## src/rtl/rand_pattern_if.sv

```systemverilog
// Request/response bundle between a pattern consumer (master) and the
// pattern generator (slave).
interface rand_pattern_if #(
    parameter int WIDTH = 18
);
    logic             start;
    logic [WIDTH-1:0] rand_out;
    logic             valid;
    logic             busy;
    logic             fallback;

    modport master (output start, input rand_out, valid, busy, fallback);
    modport slave  (input start, output rand_out, valid, busy, fallback);
endinterface

```

## src/rtl/rand_pattern_gen.sv

```systemverilog
// Popcount-constrained, no-repeat pseudo-random pattern generator driven by a
// free-running Galois LFSR, with a bounded retry budget and a fixed fallback.
module rand_pattern_gen #(
    parameter int                WIDTH     = 18,
    parameter int                LFSR_W    = 16,
    parameter logic [LFSR_W-1:0] TAPS      = 16'hB400,
    parameter logic [LFSR_W-1:0] SEED      = 16'hACE1,
    parameter int                MIN_ONES  = 4,
    parameter int                MAX_ONES  = 6,
    parameter int                MAX_TRIES = 15,
    parameter logic [WIDTH-1:0]  FALLBACK  = 18'b000000000000001111
) (
    input  logic          clk,
    input  logic          reset_n,
    rand_pattern_if.slave bus
);
    localparam int POP_W = $clog2(WIDTH + 1);
    localparam int TRY_W = (MAX_TRIES > 1) ? $clog2(MAX_TRIES) : 1;
    localparam logic [POP_W-1:0] MIN_P    = POP_W'(MIN_ONES);
    localparam logic [POP_W-1:0] MAX_P    = POP_W'(MAX_ONES);
    localparam logic [TRY_W-1:0] LAST_TRY = TRY_W'(MAX_TRIES - 1);

    typedef enum logic [1:0] {S_IDLE, S_GEN, S_HOLD} state_t;

    state_t             state_q,    state_d;
    logic [LFSR_W-1:0]  lfsr_q,     lfsr_d;
    logic               start_q,    start_d;
    logic [TRY_W-1:0]   tries_q,    tries_d;
    logic [WIDTH-1:0]   rand_out_q, rand_out_d;
    logic [WIDTH-1:0]   last_out_q, last_out_d;
    logic               valid_q,    valid_d;
    logic               fallback_q, fallback_d;

    logic [WIDTH-1:0]   cand_c;
    logic [POP_W-1:0]   pop_c;
    logic               accept_c;
    logic               rise_c;
    logic               fall_c;

    // Candidate replicates the LFSR bits cyclically when WIDTH > LFSR_W.
    always_comb begin
        cand_c = '0;
        pop_c  = '0;
        for (int i = 0; i < WIDTH; i++) begin
            cand_c[i] = lfsr_q[i % LFSR_W];
            pop_c     = pop_c + POP_W'(cand_c[i]);
        end
        accept_c = (pop_c >= MIN_P) && (pop_c <= MAX_P) && (cand_c != last_out_q);
    end

    always_comb begin
        rise_c     = bus.start & ~start_q;
        fall_c     = ~bus.start & start_q;
        lfsr_d     = lfsr_q[0] ? ((lfsr_q >> 1) ^ TAPS) : (lfsr_q >> 1);
        start_d    = bus.start;
        state_d    = state_q;
        tries_d    = tries_q;
        rand_out_d = rand_out_q;
        last_out_d = last_out_q;
        valid_d    = 1'b0;
        fallback_d = fallback_q;
        case (state_q)
            S_IDLE: begin
                if (rise_c) begin
                    state_d = S_GEN;
                    tries_d = '0;
                end
            end
            S_GEN: begin
                // A release pre-empts the evaluation scheduled for this edge.
                if (fall_c) begin
                    state_d    = S_IDLE;
                    rand_out_d = '0;
                    fallback_d = 1'b0;
                end else if (accept_c) begin
                    state_d    = S_HOLD;
                    rand_out_d = cand_c;
                    last_out_d = cand_c;
                    valid_d    = 1'b1;
                    fallback_d = 1'b0;
                end else if (tries_q == LAST_TRY) begin
                    state_d    = S_HOLD;
                    rand_out_d = FALLBACK;
                    last_out_d = FALLBACK;
                    valid_d    = 1'b1;
                    fallback_d = 1'b1;
                end else begin
                    tries_d = tries_q + TRY_W'(1);
                end
            end
            S_HOLD: begin
                if (fall_c) begin
                    state_d    = S_IDLE;
                    rand_out_d = '0;
                    fallback_d = 1'b0;
                end
            end
            default: state_d = S_IDLE;
        endcase
    end

    always_ff @(posedge clk or negedge reset_n) begin
        if (!reset_n) begin
            state_q    <= S_IDLE;
            lfsr_q     <= SEED;
            start_q    <= 1'b0;
            tries_q    <= '0;
            rand_out_q <= '0;
            last_out_q <= '0;
            valid_q    <= 1'b0;
            fallback_q <= 1'b0;
        end else begin
            state_q    <= state_d;
            lfsr_q     <= lfsr_d;
            start_q    <= start_d;
            tries_q    <= tries_d;
            rand_out_q <= rand_out_d;
            last_out_q <= last_out_d;
            valid_q    <= valid_d;
            fallback_q <= fallback_d;
        end
    end

    assign bus.rand_out = rand_out_q;
    assign bus.valid    = valid_q;
    assign bus.busy     = (state_q == S_GEN);
    assign bus.fallback = fallback_q;
endmodule

```

## src/flat_wrapper.sv

```systemverilog
// flat-port wrapper written by rule: the top's interface ports become plain ports
module rand_pattern_gen_flat 
#(
    parameter int                WIDTH     = 18,
    parameter int                LFSR_W    = 16,
    parameter logic [LFSR_W-1:0] TAPS      = 16'hB400,
    parameter logic [LFSR_W-1:0] SEED      = 16'hACE1,
    parameter int                MIN_ONES  = 4,
    parameter int                MAX_ONES  = 6,
    parameter int                MAX_TRIES = 15,
    parameter logic [WIDTH-1:0]  FALLBACK  = 18'b000000000000001111
)
  (clk, reset_n, bus_start, bus_rand_out, bus_valid, bus_busy, bus_fallback);
  rand_pattern_if #(.WIDTH(WIDTH)) bus_i ();
  input  logic clk;
  input  logic reset_n;
  input wire logic [$bits(bus_i.start)-1:0] bus_start;
  output wire logic [$bits(bus_i.rand_out)-1:0] bus_rand_out;
  output wire logic [$bits(bus_i.valid)-1:0] bus_valid;
  output wire logic [$bits(bus_i.busy)-1:0] bus_busy;
  output wire logic [$bits(bus_i.fallback)-1:0] bus_fallback;
  assign bus_i.start = bus_start;
  assign bus_rand_out = bus_i.rand_out;
  assign bus_valid = bus_i.valid;
  assign bus_busy = bus_i.busy;
  assign bus_fallback = bus_i.fallback;
  rand_pattern_gen #(.WIDTH(WIDTH), .LFSR_W(LFSR_W), .TAPS(TAPS), .SEED(SEED), .MIN_ONES(MIN_ONES), .MAX_ONES(MAX_ONES), .MAX_TRIES(MAX_TRIES), .FALLBACK(FALLBACK)) u_core (.clk(clk), .reset_n(reset_n), .bus(bus_i));
endmodule
```

## config.mk

```make
export PLATFORM = sky130hd
export DESIGN_NAME = rand_pattern_gen_flat
export DESIGN_NICKNAME = d
export VERILOG_FILES = /design/src/rtl/rand_pattern_if.sv /design/src/rtl/rand_pattern_gen.sv /design/src/flat_wrapper.sv
export SDC_FILE = /design/constraint.sdc
export NUM_CORES = 1
export LEC_CHECK = 0
export ABC_CLOCK_PERIOD_IN_PS = 6400
export BUFFER_PORTS_ARGS = -buffer_cell sky130_fd_sc_hd__clkbuf_2
export CAP_MARGIN = 5
export CORE_MARGIN = 2
export CORE_UTILIZATION = 56
export DETAILED_ROUTE_END_ITERATION = 10
export GPL_ROUTABILITY_DRIVEN = 1
export PLACE_DENSITY = 0.81
export SLEW_MARGIN = 20
export SYNTH_ARGS = -nofsm -noshare
export SYNTH_HDL_FRONTEND = slang
export SYNTH_SLANG_ARGS = --single-unit
```

## constraint.sdc

```tcl
create_clock -name clk -period 6.4 [get_ports clk]
set_input_delay 0 -clock clk [delete_from_list [all_inputs] [get_ports clk]]
set_output_delay 0 -clock clk [all_outputs]
set_load 0.05 [all_outputs]
```

==> results.py, run 1 <==
metrics = {
    "outcome": {
        "status": "completed",
    },
    "place": {
        "place.gp.congestion": 0.839,
        "dp_hpwl_mm": 3.78,
        "portBuffers": 23,
        "dp_worst_setup_slack_ns": 0.894,
        "place_inst": 319,
    },
    "sta": {
        "min_period_ns": 5.46,
        "fin_crit_sh": 0.853,
        "fmax_mhz": 183,
        "setup_viol": 0,
        "drv_slew": 0,
        "tightest_slew_ns": 0.732,
        "max-slew-margin-rel": 0.509,
        "rsz0062_at_grt": "false",
        "clock-skew-final_ns": 0.00563,
        "hold_viol": 0,
        "finalSetupTns_ns": 0,
        "timing.final.ws_setup_ns": 0.938,
    },
    "floorplanning": {
        "dieArea_sq_mm": 0.00580,
        "die_x_microns": 76.2,
        "initial_core_util": 0.575,
        "ios": 24,
        "row_count": 26,
        "die_y_microns": 76.2,
        "coreArea_sq_mm": 0.00507,
    },
    "yosys": {
        "syn_avg_cell_area_sq_um": 12.5,
        "ys.flop_type": "dfrtp_1",
        "syn_area_sq_mm": 0.00292,
        "ys_types": 42,
        "synth_edf_count": 0,
        "synth-seq-cells": 61,
        "syn-num-nets": 257,
        "synth.yosys.warnings": 0,
        "synth_seq_area_share": 0.527,
        "netlist_instances": 233,
        "synthArstFlopShare": 1.00,
    },
    "pwr": {
        "p_leak_uw": 0.00169,
        "ir_drop_mv": 0.140,
        "powerDensity_mw_per_mm2": 310,
    },
    "cts": {
        "cts_buffers": 9,
        "cts_root_buf": "clkbuf_8",
        "ctsLongestPathBuffers": 2,
        "post-cts-setup-buffers": 0,
        "cts_sinks": 61,
        "cts_tree": "done",
        "htree_levels": 3,
        "clkTransAtPathRegs_ns": 0.06,
        "clk-insertion-delay-late_ns": 0.34,
    },
    "setup_path": {
        "cp_slowest_stage_delay_ns": 0.69,
        "crit_type": "reg -> reg",
        "cp_cell_sequence": "ha_1, xor2_1, xnor2_1, fa_1, fa_1, fa_1, inv_1, fa_1, inv_1, fa_1, nor2b_1, a311oi_1, o21ai_1, a21o_1, inv_1, o22a_2",
        "crit_buf_inv": 3,
        "startpoint": "u_core.lfsr_q[0]",
        "r2r-start": "u_core.lfsr_q[0]",
        "cp.required_ns": 6.63,
        "startpoint_type": "flop",
        "crit_path_end_kind": "flop",
        "cp_top_family": "adder cells",
        "slowest_stage": "dfstp_2",
        "crit_top_cell": "fa_1",
        "crit_fanout": 15,
        "critPathArrivalTime_ns": 5.69,
    },
    "global_route": {
        "grt_usage": 0.212,
        "grt_overflow": 0,
        "grt_start_max_net_pins": 62,
        "grt_pass1_vias": 1938,
        "grt_pass1_wl_mm": 9.40,
        "antenna_found_initial": 0,
    },
    "routing": {
        "drc": 0,
        "wire_per_inst_microns": 16.4,
        "drt-total-wl_mm": 5.52,
        "drt_iter0_drc": 108,
        "dr.pass1.iters": 4,
        "postRouteAntennaNets": 0,
        "vias_per_cell": 5.69,
        "vias": 1918,
    },
    "layout": {
        "layout_commonest_cell": "dfrtp_1",
        "n_antenna_cell": 0,
        "final_cell_mix": "dfrtp_1 (53), a22o_1 (26), clkbuf_2 (23), inv_1 (22), xor2_1 (16)",
        "drive_above_1_share": 0.202,
        "nNetsFinal": 286,
        "syn2layout_area_growth_pct": 14.0,
        "final.fill_count": 374,
        "final_cells": 337,
    },
    "job": {
        "max_cap_violations": 0,
    },
    "min_path": {
        "hp-class": "in -> async",
    },
}
==> where the power goes <==
| part | leakage [uW] | switching [uW] | internal, uW | total (uW) |
|---|---|---|---|---|
| registers | 0.000808 | 16.9 | 412 | 429 |
| clock network | 0.000110 | 146 | 241 | 387 |
| logic | 0.000775 | 156 | 58.0 | 214 |
==> sequential cells by signal, indices dropped and copies added (netlist names) <==
signal               count
u_core.last_out_q       18
u_core.start_q           1
u_core.state_q           2
u_core.lfsr_q           16
u_core.bus.fallback      1
u_core.bus.valid         1
u_core.bus.rand_out     18
u_core.tries_q           4
==> synthesized netlist by cell type, types with 3 or more instances <==
cell type,instances,area share
nand2b_1,3,0.0064
xor2_1,16,0.048
o21ai_0,8,0.014
o22a_1,3,0.0090
buf_2,3,0.0051
o2bb2ai_1,5,0.015
xnor2_1,3,0.0090
dfrtp_1,53,0.45
nand2_1,5,0.0064
a21oi_1,4,0.0069
nand3_1,8,0.014
fa_1,11,0.076
ha_1,10,0.043
inv_1,22,0.028
nor2_1,7,0.0090
or3_1,3,0.0064
dfstp_2,8,0.072
nor4_1,3,0.0064
a22o_1,26,0.078
==> layer usage <==
| metal | vias to the layer above | track usage | wire length, microns |
|---|---|---|---|
| li1 | 884 | - | - |
| met1 | 974 | 0.282 | 2540 |
| met2 | 45 | 0.325 | 2660 |
| met3 | 15 | 0.0462 | 179 |
| met4 | 0 | 0.124 | 144 |
| met5 | - | 0 | 0 |
==> worst min-delay path, delay by kind of cell <==
kind	cells	cell delay [ns]
buffers and inverters	3	1.21
==> stage by stage <==
stage	cell area (sq um)	utilization	power (uW)	hold slack, ns
final	3320	0.655	1030	0.348
after floorplan	2920	-	597	-0.296
after global placement	3080	0.607	642	0.147
after global routing	3320	0.655	1070	0.353
after detailed placement	3080	0.607	647	0.157
after CTS	3320	0.655	1030	0.341
==> timing repair <==
item | in CTS | in global routing
gates resized for setup | 0 | 0
endpoints found under the hold margin | 54 | 0
hold buffers | 2 | 0
==> cell families (layout without fill, tap and decap cells) <==
family	count (synthesis)	after routing	share of synthesized area
adders and majority gates	21	21	0.118
AOI/OAI and AO/OA	62	62	0.173
buffers and inverters	31	65	0.0476
muxes	2	2	0.00772
and+or+nand+nor	37	37	0.0695
DFF	61	61	0.527
xor gates and xnor gates	19	19	0.0571
==> path summary, 6_finish.rpt <==
path | end | slack (ns) | depth (start not counted)
min in group clk | u_core.start_q | 0.35 | 2
max in group asynchronous | u_core.tries_q[2] | 5.55 | 3
setup reg to reg | u_core.last_out_q[1] | 0.94 | 16
hold reg to reg | u_core.lfsr_q[5] | 0.41 | 0
hold / removal | u_core.bus.rand_out[16] | 0.35 | 3
setup / recovery | u_core.last_out_q[1] | 0.94 | 16
==> area by class of cell <==
class                   instances  area (sq um)  area share
well taps                      70          87.6      0.0263
repair buffers                 27           150      0.0452
flip-flops and latches         61          1540       0.462
clock inverters                 3          67.6      0.0203
inverters                      22          82.6      0.0248
clock buffers                  13           159      0.0478
multi-input cells             141          1240       0.373
Note: power is estimated with default switching activity, not from simulation.
==> run 2, diff against run 1 <==
--- a/config.mk
+++ b/config.mk
@@ -13,6 +13,7 @@
 export DETAILED_ROUTE_END_ITERATION = 10
 export GPL_ROUTABILITY_DRIVEN = 1
 export PLACE_DENSITY = 0.81
+export RECOVER_POWER = 25
 export SLEW_MARGIN = 20
 export SYNTH_ARGS = -nofsm -noshare
 export SYNTH_HDL_FRONTEND = slang
==> results.py, run 2 (same netlist as run 1, synthesis figures left out) <==
metrics = {
    "outcome": {
        "status": "finished with violations",
        "violations": "max-capacitance violations, max-slew violations",
    },
    "sta": {
        "drv_slew": 62,
        "hold_viol": 0,
        "clock-skew-final_ns": 0.00592,
        "fin_crit_sh": 0.877,
        "tightest_slew_ns": 3.11,
        "max-slew-margin-rel": -1.07,
        "fmax_mhz": 178,
        "rsz0062_at_grt": "false",
        "finalSetupTns_ns": 0,
        "min_period_ns": 5.61,
        "setup_viol": 0,
    },
    "setup_path": {
        "cp.required_ns": 6.63,
        "critPathArrivalTime_ns": 5.84,
        "startpoint_type": "flop",
        "crit_type": "reg -> reg",
        "crit_path_end_kind": "flop",
        "crit_fanout": 15,
    },
    "pwr": {
        "p_leak_uw": 0.00165,
        "ir_drop_mv": 0.138,
        "powerDensity_mw_per_mm2": 311,
        "fin_total_pwr_uw": 1030,
    },
    "place": {
        "portBuffers": 23,
        "place.gp.congestion": 0.839,
        "dp_hpwl_mm": 3.78,
        "dpl_cell_area_sq_mm": 0.00308,
    },
    "routing": {
        "drc": 0,
        "postRouteAntennaNets": 0,
        "dr.pass1.iters": 4,
        "vias": 1926,
        "drt-total-wl_mm": 5.58,
        "drt_iter0_drc": 115,
        "vias_per_cell": 5.72,
        "wire_per_inst_microns": 16.6,
    },
    "cts": {
        "cts_buffers": 9,
        "post-cts-setup-buffers": 0,
        "ctsLongestPathBuffers": 2,
        "clkTransAtPathRegs_ns": 0.06,
        "clk-insertion-delay-late_ns": 0.34,
        "htree_levels": 3,
        "cts_sinks": 61,
        "cts_root_buf": "clkbuf_8",
        "cts_tree": "done",
    },
    "job": {
        "max_cap_violations": 1,
    },
    "layout": {
        "n_antenna_cell": 0,
        "syn2layout_area_growth_pct": 13.4,
        "layout_commonest_cell": "dfrtp_1",
        "fin_area_sq_mm": 0.00331,
        "drive_above_1_share": 0.135,
        "final_cell_mix": "dfrtp_1 (53), a22o_1 (26), inv_1 (22), xor2_1 (16), clkbuf_1 (14)",
        "nNetsFinal": 286,
    },
    "global_route": {
        "gr-usage-met3": 0.0462,
        "met1_usage": 0.282,
        "grtUsageMet2": 0.325,
        "grt_start_max_net_pins": 62,
        "grt_pass1_vias": 1938,
        "grt_usage": 0.212,
        "busiest_layer": "met2",
        "antenna_found_initial": 0,
        "grt_overflow": 0,
        "grt_pass1_wl_mm": 9.40,
    },
    "floorplanning": {
        "ios": 24,
        "dieArea_sq_mm": 0.00580,
        "coreArea_sq_mm": 0.00507,
        "die_y_microns": 76.2,
        "row_count": 26,
        "initial_core_util": 0.575,
        "die_x_microns": 76.2,
    },
    "min_path": {
        "hp-class": "in -> reg",
    },
}
-- run 2: worst paths after layout --
kind | start | to | slack (ns) | cells after the start
setup / recovery | u_core.lfsr_q[0] | u_core.last_out_q[1] | 0.79 | 16
hold reg to reg | u_core.lfsr_q[7] | u_core.lfsr_q[6] | 0.45 | 0
min in group asynchronous | reset_n | u_core.bus.rand_out[16] | 1.33 | 3
max in group asynchronous | reset_n | u_core.start_q | 3.31 | 3
setup reg to reg | u_core.lfsr_q[0] | u_core.last_out_q[1] | 0.79 | 16
hold / removal | bus_start | u_core.start_q | 0.37 | 2
-- run 2: critical path, stage by stage (launching register included) --
cell	delay [ns]
dfstp_1	0.82
ha_1	0.34
xor2_1	0.18
xnor2_1	0.23
fa_1	0.47
fa_1	0.48
fa_1	0.49
inv_1	0.05
fa_1	0.38
inv_1	0.08
fa_1	0.40
nor2b_1	0.12
a311oi_1	0.07
o21ai_1	0.41
a21o_1	0.51
inv_1	0.20
o22a_2	0.26
-- run 2: repair_timing --
action	in CTS	in global routing
hold endpoints to repair	54	0
hold buffers	2	0
resized for setup	0	0
-- run 2: stage by stage --
step / util / hold slack, ns / setup slack (ns) / cells
floorplan: - / -0.296 / 1.65 / 233
global placement: 0.607 / 0.147 / 1.03 / 319
detailed placement: 0.607 / 0.157 / 0.894 / 319
CTS: 0.655 / 0.341 / 0.833 / 337
global route: 0.652 / 0.379 / 0.417 / 337
finish: 0.652 / 0.371 / 0.786 / 337
-- run 2: area by class of cell --
cell class	count	area [sq um]
multi-input combinational	141	1240
tap	70	87.6
sequential	61	1540
timing repair buffer	27	133
fill	386	1770
inverter	22	82.6
clock buffer	13	159
clock inverter	3	67.6
-- run 2: report_power, final --
part           total (uW)  switching, uW  leakage [uW]  internal [uW]
registers             428           16.6      0.000809            411
logic                 213            157      0.000735           56.0
clock network         387            146      0.000110            241
total                1030            320       0.00165            708
-- run 2: routing by layer --
metal	vias up	share of wire
li1	882	-
met1	982	0.45
met2	49	0.49
met3	13	0.039
met4	0	0.024
met5	-	0
